[config.mk]
export PLATFORM = sky130hd
export DESIGN_NAME = slink_generic_fc_tx_arb
export DESIGN_NICKNAME = d
export VERILOG_FILES = /design/src/rtl/slink_generic_fc_tx_arb.sv
export SDC_FILE = /design/constraint.sdc
export NUM_CORES = 1
export LEC_CHECK = 0
export BUFFER_PORTS_ARGS = -buffer_cell sky130_fd_sc_hd__buf_2
export CAP_MARGIN = 30
export CELL_PAD_IN_SITES_DETAIL_PLACEMENT = 0
export CELL_PAD_IN_SITES_GLOBAL_PLACEMENT = 1
export CORE_AREA = 5 5 187 189
export DETAILED_ROUTE_END_ITERATION = 16
export DIE_AREA = 0 0 192 194
export HOLD_SLACK_MARGIN = 0.03
export PLACE_DENSITY_LB_ADDON = 0.1
export SLEW_MARGIN = 25
export SYNTH_ARGS = -nofsm -noshare
export SYNTH_HDL_FRONTEND = slang
export SYNTH_SLANG_ARGS = --single-unit
[constraint.sdc]
create_clock -name link_clk -period 1.8 [get_ports link_clk]
set_input_delay 0.36 -clock link_clk [delete_from_list [all_inputs] [get_ports link_clk]]
set_output_delay 0.36 -clock link_clk [all_outputs]
set_load 0.02 [all_outputs]
[src/rtl/slink_generic_fc_tx_arb.sv]
// Arbitrates the S-Link generic flow-control TX packet port between one control
// channel (strict priority, burst-limited) and NUM_REQ round-robin data requesters.
module slink_generic_fc_tx_arb #(
    parameter int NUM_REQ           = 4,
    parameter int TX_APP_DATA_WIDTH = 64,
    parameter int CTRL_MAX_BURST    = 4
) (
    input  logic                                 link_clk,
    input  logic                                 link_reset,
    input  logic                                 enable,

    input  logic                                 ctrl_valid,
    input  logic [7:0]                           ctrl_data_id,
    input  logic [15:0]                          ctrl_word_count,
    output logic                                 ctrl_ready,

    input  logic [NUM_REQ-1:0]                   req_valid,
    input  logic [NUM_REQ*8-1:0]                 req_data_id,
    input  logic [NUM_REQ*16-1:0]                req_word_count,
    input  logic [NUM_REQ*TX_APP_DATA_WIDTH-1:0] req_app_data,
    output logic [NUM_REQ-1:0]                   req_ready,

    output logic                                 tx_sop,
    output logic [7:0]                           tx_data_id,
    output logic [15:0]                          tx_word_count,
    output logic [TX_APP_DATA_WIDTH-1:0]         tx_app_data,
    output logic [3:0]                           tx_grant_id,
    input  logic                                 tx_advance
);

    localparam int          PW        = (NUM_REQ > 1) ? $clog2(NUM_REQ) : 1;
    localparam logic [3:0]  MAX_BURST = 4'(CTRL_MAX_BURST);
    localparam logic [PW-1:0] LAST_REQ = PW'(NUM_REQ - 1);

    logic                         tx_sop_q, tx_sop_d;
    logic [7:0]                   tx_data_id_q, tx_data_id_d;
    logic [15:0]                  tx_word_count_q, tx_word_count_d;
    logic [TX_APP_DATA_WIDTH-1:0] tx_app_data_q, tx_app_data_d;
    logic [3:0]                   tx_grant_id_q, tx_grant_id_d;
    logic [PW-1:0]                rr_ptr_q, rr_ptr_d;
    logic [3:0]                   streak_q, streak_d;

    logic          capture;
    logic          any_req;
    logic          ctrl_win;
    logic          data_win;
    logic          sel_found;
    logic [PW-1:0] sel_idx;
    logic [PW-1:0] cand;

    assign capture = !tx_sop_q || tx_advance;
    assign any_req = |req_valid;

    // First pending requester after the last one served, wrapping modulo NUM_REQ.
    always_comb begin
        sel_found = 1'b0;
        sel_idx   = '0;
        cand      = '0;
        for (int unsigned k = 1; k <= NUM_REQ; k++) begin
            cand = PW'((32'(rr_ptr_q) + k) % NUM_REQ);
            if (!sel_found && req_valid[cand]) begin
                sel_found = 1'b1;
                sel_idx   = cand;
            end
        end
    end

    // Control keeps priority until its streak hits the limit while data waits.
    assign ctrl_win = enable && capture && ctrl_valid &&
                      !((streak_q == MAX_BURST) && any_req);
    assign data_win = enable && capture && !ctrl_win && sel_found;

    always_comb begin
        ctrl_ready = 1'b0;
        req_ready  = '0;
        if (!link_reset) begin
            ctrl_ready = ctrl_win;
            if (data_win) req_ready = NUM_REQ'(1) << sel_idx;
        end
    end

    always_comb begin
        tx_sop_d        = tx_sop_q;
        tx_data_id_d    = tx_data_id_q;
        tx_word_count_d = tx_word_count_q;
        tx_app_data_d   = tx_app_data_q;
        tx_grant_id_d   = tx_grant_id_q;
        rr_ptr_d        = rr_ptr_q;
        streak_d        = streak_q;

        if (ctrl_win) begin
            tx_sop_d        = 1'b1;
            tx_data_id_d    = ctrl_data_id;
            tx_word_count_d = ctrl_word_count;
            tx_app_data_d   = '0;
            tx_grant_id_d   = 4'hF;
        end else if (data_win) begin
            tx_sop_d        = 1'b1;
            tx_data_id_d    = req_data_id[32'(sel_idx)*8 +: 8];
            tx_word_count_d = req_word_count[32'(sel_idx)*16 +: 16];
            tx_app_data_d   = req_app_data[32'(sel_idx)*TX_APP_DATA_WIDTH +: TX_APP_DATA_WIDTH];
            tx_grant_id_d   = 4'(sel_idx);
            rr_ptr_d        = sel_idx;
        end else if (capture) begin
            tx_sop_d = 1'b0;
        end

        if (data_win || (capture && !any_req)) begin
            streak_d = '0;
        end else if (ctrl_win && any_req && (streak_q != MAX_BURST)) begin
            streak_d = streak_q + 4'd1;
        end
    end

    always_ff @(posedge link_clk) begin
        if (link_reset) begin
            tx_sop_q        <= 1'b0;
            tx_data_id_q    <= '0;
            tx_word_count_q <= '0;
            tx_app_data_q   <= '0;
            tx_grant_id_q   <= '0;
            rr_ptr_q        <= LAST_REQ;
            streak_q        <= '0;
        end else begin
            tx_sop_q        <= tx_sop_d;
            tx_data_id_q    <= tx_data_id_d;
            tx_word_count_q <= tx_word_count_d;
            tx_app_data_q   <= tx_app_data_d;
            tx_grant_id_q   <= tx_grant_id_d;
            rr_ptr_q        <= rr_ptr_d;
            streak_q        <= streak_d;
        end
    end

    assign tx_sop        = tx_sop_q;
    assign tx_data_id    = tx_data_id_q;
    assign tx_word_count = tx_word_count_q;
    assign tx_app_data   = tx_app_data_q;
    assign tx_grant_id   = tx_grant_id_q;

endmodule

After elaboration in Yosys (flattened, before gate mapping):

Index checks and enable logic that the tools add are counted.
W data, S select, Z words.

* flip-flop bits (word level): 99
* output and inout port bits: 98
* bits of input ports: 385
* word-level logic and storage cells: 78

* bitwise operators: 1
* $add $sub $neg: 5
* multiplexer cells: 28
* shifts and indexed selects: 4
* reduce and logical (&&, ||, !) cells: 27
* eq/ne operators: 2
* $lt $le $gt $ge: 4

Operators by type and width (count)
* $shiftx A256 B9 Y64: 1
* $shiftx A64 B7 Y16: 1
* $mux W16: 2
* $shiftx A32 B6 Y8: 1
* $mux W4: 4
* $mux W8: 2
* $logic_and A1 B1 Y1: 12
* $lt A2 B3 Y1 const B: 4
* $mux W1: 12
* $bmux W1 S2: 4
* $mux W2: 4
* $logic_not A1 Y1: 7
* $add A2 B1 Y2 const B: 2
* $add A2 B2 Y2 const B: 2
* $add A4 B1 Y4 const B: 1
* $eq A4 B3 Y1 const B: 1
* $ne A4 B3 Y1 const B: 1
* $reduce_or A2 Y1: 2
* $reduce_or A4 Y1: 1
* $shl A1 B2 Y4 const A: 1
* $reduce_bool A3 Y1: 1
* $logic_or A1 B1 Y1: 2
* $reduce_and A2 Y1: 1
* $reduce_bool A2 Y1: 1
* $not A1 Y1: 1

Longest topological paths before layout:

* depth in word-level cells: 16
* mapped depth: 8

Worst setup path after synthesis:

OpenSTA, ideal clock, no wires.

* path kind: register to output
* from: register tx_sop_q, in the netlist tx_sop
* to: output req_ready[3]
* stages on the path, launching flop included: 7
* slack: -0.456 ns
* arrival: 1.896 ns
* cells stage by stage: dfxtp_1 -> nand2b_1 -> buf_2 -> o2111ai_4 -> buf_6 -> buf_4 -> nor4_1

* longest elaborated chain between the ends: 10

Ends and longest elaborated chain
* from (decl): line 35 `logic tx_sop_q, tx_sop_d;`
* from (signal assigned): line 125 `tx_sop_q <= tx_sop_d;`
* $logic_not A1 Y1 *: line 51 `assign capture = !tx_sop_q || tx_advance;`
* $logic_or A1 B1 Y1 *: line 51
* $logic_and A1 B1 Y1 *: line 69, 71
* $logic_and A1 B1 Y1 (2 in series): line 69 `assign ctrl_win = enable && capture && ctrl_valid &&`
* $logic_not A1 Y1: line 71 `assign data_win = enable && capture && !ctrl_win && sel_found;`
* $logic_and A1 B1 Y1 * (2 in series): line 71
* $mux W4 *: line 78 `if (data_win) req_ready = NUM_REQ'(1) << sel_idx;`
* $mux W4 *: line 76 `if (!link_reset) begin`
* to (decl): line 21 `output logic [NUM_REQ-1:0] req_ready,`

Every way passes the cells marked *; elsewhere a longest branch is shown, timed or not.

Worst setup path in the final report:

* from: register streak_q[1]
* to: output req_ready[3]

* longest elaborated chain between the ends: 9

Ends and longest elaborated chain
* from (decl): line 41 `logic [3:0] streak_q, streak_d;`
* from (signal assigned): line 131 `streak_q <= streak_d;`
* $eq A4 B3 Y1: line 70 `!((streak_q == MAX_BURST) && any_req);`
* $logic_and A1 B1 Y1: line 70
* $logic_not A1 Y1: line 70
* $logic_and A1 B1 Y1: line 69
* $logic_not A1 Y1: line 71
* $logic_and A1 B1 Y1 (2 in series): line 71
* $mux W4: line 78
* $mux W4: line 76

Every way passes these cells.

==> flow_results.org <==
** Detailed routing
- Detailed routing inserted a total of ~9100 vias.
- For this block, the initial DRC count from the detailed router was around 220.
- Aggregate routed wire length :: around 43000 um
- Drt pass-1 iters :: 4
- Using the TritonRoute via totals, the vias-per-cell ratio works out to between 4 and 5.
- The detail route stage leaves a number of antenna-violating nets equal to 0.
- For this run, design rule violations remaining after detail routing come to 0.
- Dividing the detail-routed wire length by the instance count gives ~23 um.

** Clocking
- Cell chosen for the clock root :: sky130_fd_sc_hd__clkbuf_16
- TritonCTS built the clock tree.
- The number of clock buffers added by TritonCTS is 9.
- For the worst-skew pair, the clock arrives at the later sink with an insertion delay of 0.35 ns.
- Number of levels the H-tree was split into :: 3
- Counting along the longest clock path gives a buffer depth of 2.
- Counting every sink on the clock net gives 98.
- Clock-pin slew was measured on the worst setup and hold paths at 0.09 ns.

** Power and ir drop
- Of the total power, the share spent switching nets is 0.359.
- Leakage power of the design :: 5.76 nW
- Of the total power, combinational logic draws 0.422.
- The internal portion of the total power is between 5 and 6 mW.
- The share of total power dissipated in the clock network is 0.278.
- Dividing total power by cell area gives a power density of roughly 620 nW/um^2.
- Maximum VDD drop :: just under 0.0004 V
- The analysis attributes to net switching a power of 2.90 mW.
- Part of the total power dissipated in sequential elements :: 0.300

** Layout
- Of the cells placed in the final design, the portion with a size suffix greater than 1 is 0.640.
- Once layout is complete, the utilization of the core stands at 0.397.
- Most frequent standard cell in the layout excluding fill and tap cells :: sky130_fd_sc_hd__buf_2
- Top library cells by usage in the layout, fill and taps aside :: sky130_fd_sc_hd__buf_2, sky130_fd_sc_hd__nand2_1, sky130_fd_sc_hd__dfxtp_1
- Non-Filler Instances :: 1888
- Net total in the final layout :: about 1800
- Final Instance Area :: ~13000 um^2
- Layout overhead on the synthesized area :: 86.0%

** Placed design
- Placed standard-cell area :: ~11000 um^2
- Including well taps, the total number of placed cells is approximately 1800.
- The wire-length estimate of the detail-placed layout is a little over 30000 um.
- Quantity of I/O buffers inserted on ports :: 482
- The congestion estimate from routability-driven global placement came to 0.806.

** Synth
- Register area share after synthesis :: 0.278
- In this run the cell area of the synthesized design comes to around 7000 um^2.
- Yosys mapped a number of flops with a built-in enable equal to 0.
- Flops & latches, synth :: 98
- Synthesis instantiated between 50 and 60 different standard cells from the library.
- Area share of the leading cell type in the synthesized netlist :: 0.278
- Share of flip-flops with an asynchronous set or reset after synthesis :: 0
- Largest area contributor in the netlist :: sky130_fd_sc_hd__dfxtp_1
- Syn Nets :: around 1300
- Mean cell area of the mapped netlist :: ~8.1 um^2
- Synthesis produced a netlist whose cell count is 877.
- The most used flip-flop cell after synthesis is sky130_fd_sc_hd__dfxtp_1.
- Top area cells in the synthesized netlist :: sky130_fd_sc_hd__dfxtp_1, sky130_fd_sc_hd__mux2_2, sky130_fd_sc_hd__nand2_1, sky130_fd_sc_hd__a21oi_1, sky130_fd_sc_hd__a221oi_1
- Count of yosys warnings during synthesis :: 0

** STA
- The final number of max-transition violations was 0.
- RSZ-0062 raised after global routing :: true
- The routed design could run at a clock period as short as between 2 and 2.5 ns.
- For the final database, setup skew stands at about 0.012 ns.
- The final number of hold-violating endpoints was 0.
- Least-Margin Pin Slew :: roughly 0.44 ns
- Setup violations remaining at the end of the flow were counted as 100.
- Post-layout worst setup margin :: -0.401 ns
- Headroom to the max-slew limit came out at 0.704.
- In the finished design, the share of the clock period the worst path needs comes to 1.22.
- Highest clock rate :: ~450 MHz

** Floorplanning
- The floorplan step defined a die boundary enclosing 37200 um^2.
- Num rows :: between 60 and 70
- Overall die width :: around 190 um
- Starting density of the core :: 0.213
- In this run the count of I/O pins placed on the die edge is slightly below 500.
- The die is about 190 um tall.
- In this run the standard cell core region covers approximately 33000 um^2.

** Worst setup path
- Slack of the worst reg-to-reg path :: -0.34 ns
- In this run the worst setup path begins at streak_q[1].
- Data required time at the worst endpoint :: ~1.4 ns
- STA classifies the critical path startpoint as a flop.
- The endpoint identified for the worst register-to-register timing path is tx_app_data[39].
- Number of cells on the worst reg-to-reg path :: 15
- Crit end category :: output pin
- Data arrives at the worst endpoint at about 1.8 ns.
- The critical path is of the reg -> out type.
- Critical R2R Launch :: streak_q[1]
- Maximum fanout count along the critical path :: 5
- The critical path ends at req_ready[3].

** GRT
- Global routing finished with a remaining overflow of 0.
- Number of global-route vias before repair :: around 9400
- The first global-routing pass estimated between 50000 and 60000 um of wire.
- Overall global routing resource usage :: 0.209
- The initial antenna violation count was 14.
- Entering global routing, the biggest net connects between 40 and 50 pins.

** Status
- The flow ran to the end, but the final reports show violations.
- The checks that failed: setup timing.

** Worst hold path
- In this run the worst hold path is classified as in -> reg.

** Run
- Max-cap violations in this run came to 0.
state kept, by name, indices dropped and copies added, names as in the netlist:
| name | flops |
|---|---|
| tx_sop | 1 |
| tx_app_data | 64 |
| rr_ptr_q | 2 |
| tx_data_id | 8 |
| tx_grant_id | 3 |
| streak_q | 4 |
| tx_word_count | 16 |
repair_timing:
| action | 4_1_cts | 5_1_grt |
|---|---|---|
| setup endpoints to repair | 96 | 101 |
| buffers inserted | 24 | 16 |
| resized for setup | 235 | 98 |
| hold buffers | 0 | 0 |
| pin swaps | 46 | 33 |
| gates cloned | 13 | 9 |
power by group through the flow:
stage	Clock, mW	Combinational [mW]	Sequential, mW
final	2.25	3.41	2.43
after global routing	2.40	3.66	2.45
after CTS	2.34	3.24	2.42
after detailed placement	0	2.73	2.45
after global placement	0	2.73	2.45
after floorplan	0	1.28	2.62
metrics by stage:
step	setup WS, ns	power, mW	TNS [ns]	hold slack, ns
2_1_floorplan	-0.0774	3.90	-0.265	0.484
5_1_grt	-0.500	8.51	-35.94	0.298
3_5_place_dp	-0.467	5.18	-27.47	0.449
6_report	-0.401	8.09	-26.20	0.295
3_3_place_gp	-0.462	5.18	-24.41	0.438
4_1_cts	-0.495	8.00	-19.82	0.286
Yosys cell counts (all sizes together), types with 3 or more instances:
| library cell | count |
|---|---|
| a211oi | 4 |
| a21boi | 21 |
| a21oi | 116 |
| a221oi | 68 |
| a2bb2oi | 3 |
| and3b | 22 |
| buf | 63 |
| clkbuf | 35 |
| dfxtp | 98 |
| inv | 7 |
| mux2 | 67 |
| mux2i | 21 |
| nand2 | 160 |
| nand2b | 4 |
| nand3 | 24 |
| nor2 | 11 |
| nor2b | 5 |
| nor3 | 5 |
| o211ai | 3 |
| o21a | 3 |
| o21ai | 67 |
| o311ai | 21 |
| o31ai | 21 |
| xnor2 | 3 |
worst max-delay path, cell delays in order (launching register included):
cell	delay (ns)
sky130_fd_sc_hd__dfxtp_2	0.33
sky130_fd_sc_hd__inv_2	0.06
sky130_fd_sc_hd__ha_4	0.13
sky130_fd_sc_hd__and3b_2	0.20
sky130_fd_sc_hd__o2111ai_4	0.21
sky130_fd_sc_hd__buf_6	0.20
sky130_fd_sc_hd__nor4_4	0.16
sky130_fd_sc_hd__buf_4	0.20
cell type report:
| class | count | area, um^2 |
|---|---|---|
| Sequential cell | 98 | 1970 |
| Clock buffer | 9 | 225 |
| Timing Repair Buffer | 639 | 4540 |
| Clock inverter | 7 | 98.8 |
| Inverter | 7 | 26.3 |
| Antenna cell | 6 | 15.0 |
| Tap cell | 448 | 561 |
| Fill cell | 3508 | 20000 |
| Multi-Input combinational cell | 674 | 5710 |
routing by layer:
layer  track usage  vias to the layer above  wire length [um]
met4        0.0454                       16               658
met2         0.380                      332             22100
met1         0.246                     4277             17200
li1              -                     4408                 -
met3        0.0519                       45              2910
met5             0                        -                93
cell families after synthesis:
family	synth area share
AO/OA/AOI/OAI	0.334
AND/OR/NAND/NOR	0.161
buffers and inverters	0.0839
flip-flops	0.278
multiplexers	0.137
XOR/XNOR	0.00372
adder cells (fa/ha/maj)	0.00354
how the worst min path moves through the flow:
stage,start,endpoint,cells past startpoint
floorplan,streak_q[1],streak_q[1],2
global placement,tx_data_id[7],tx_data_id[7],2
detailed placement,tx_word_count[9],tx_word_count[9],2
CTS,req_app_data[126],tx_app_data[62],3
global route,req_app_data[117],tx_app_data[53],3
finish,req_app_data[117],tx_app_data[53],3
No activity file was read; power rests on OpenSTA's default activity.
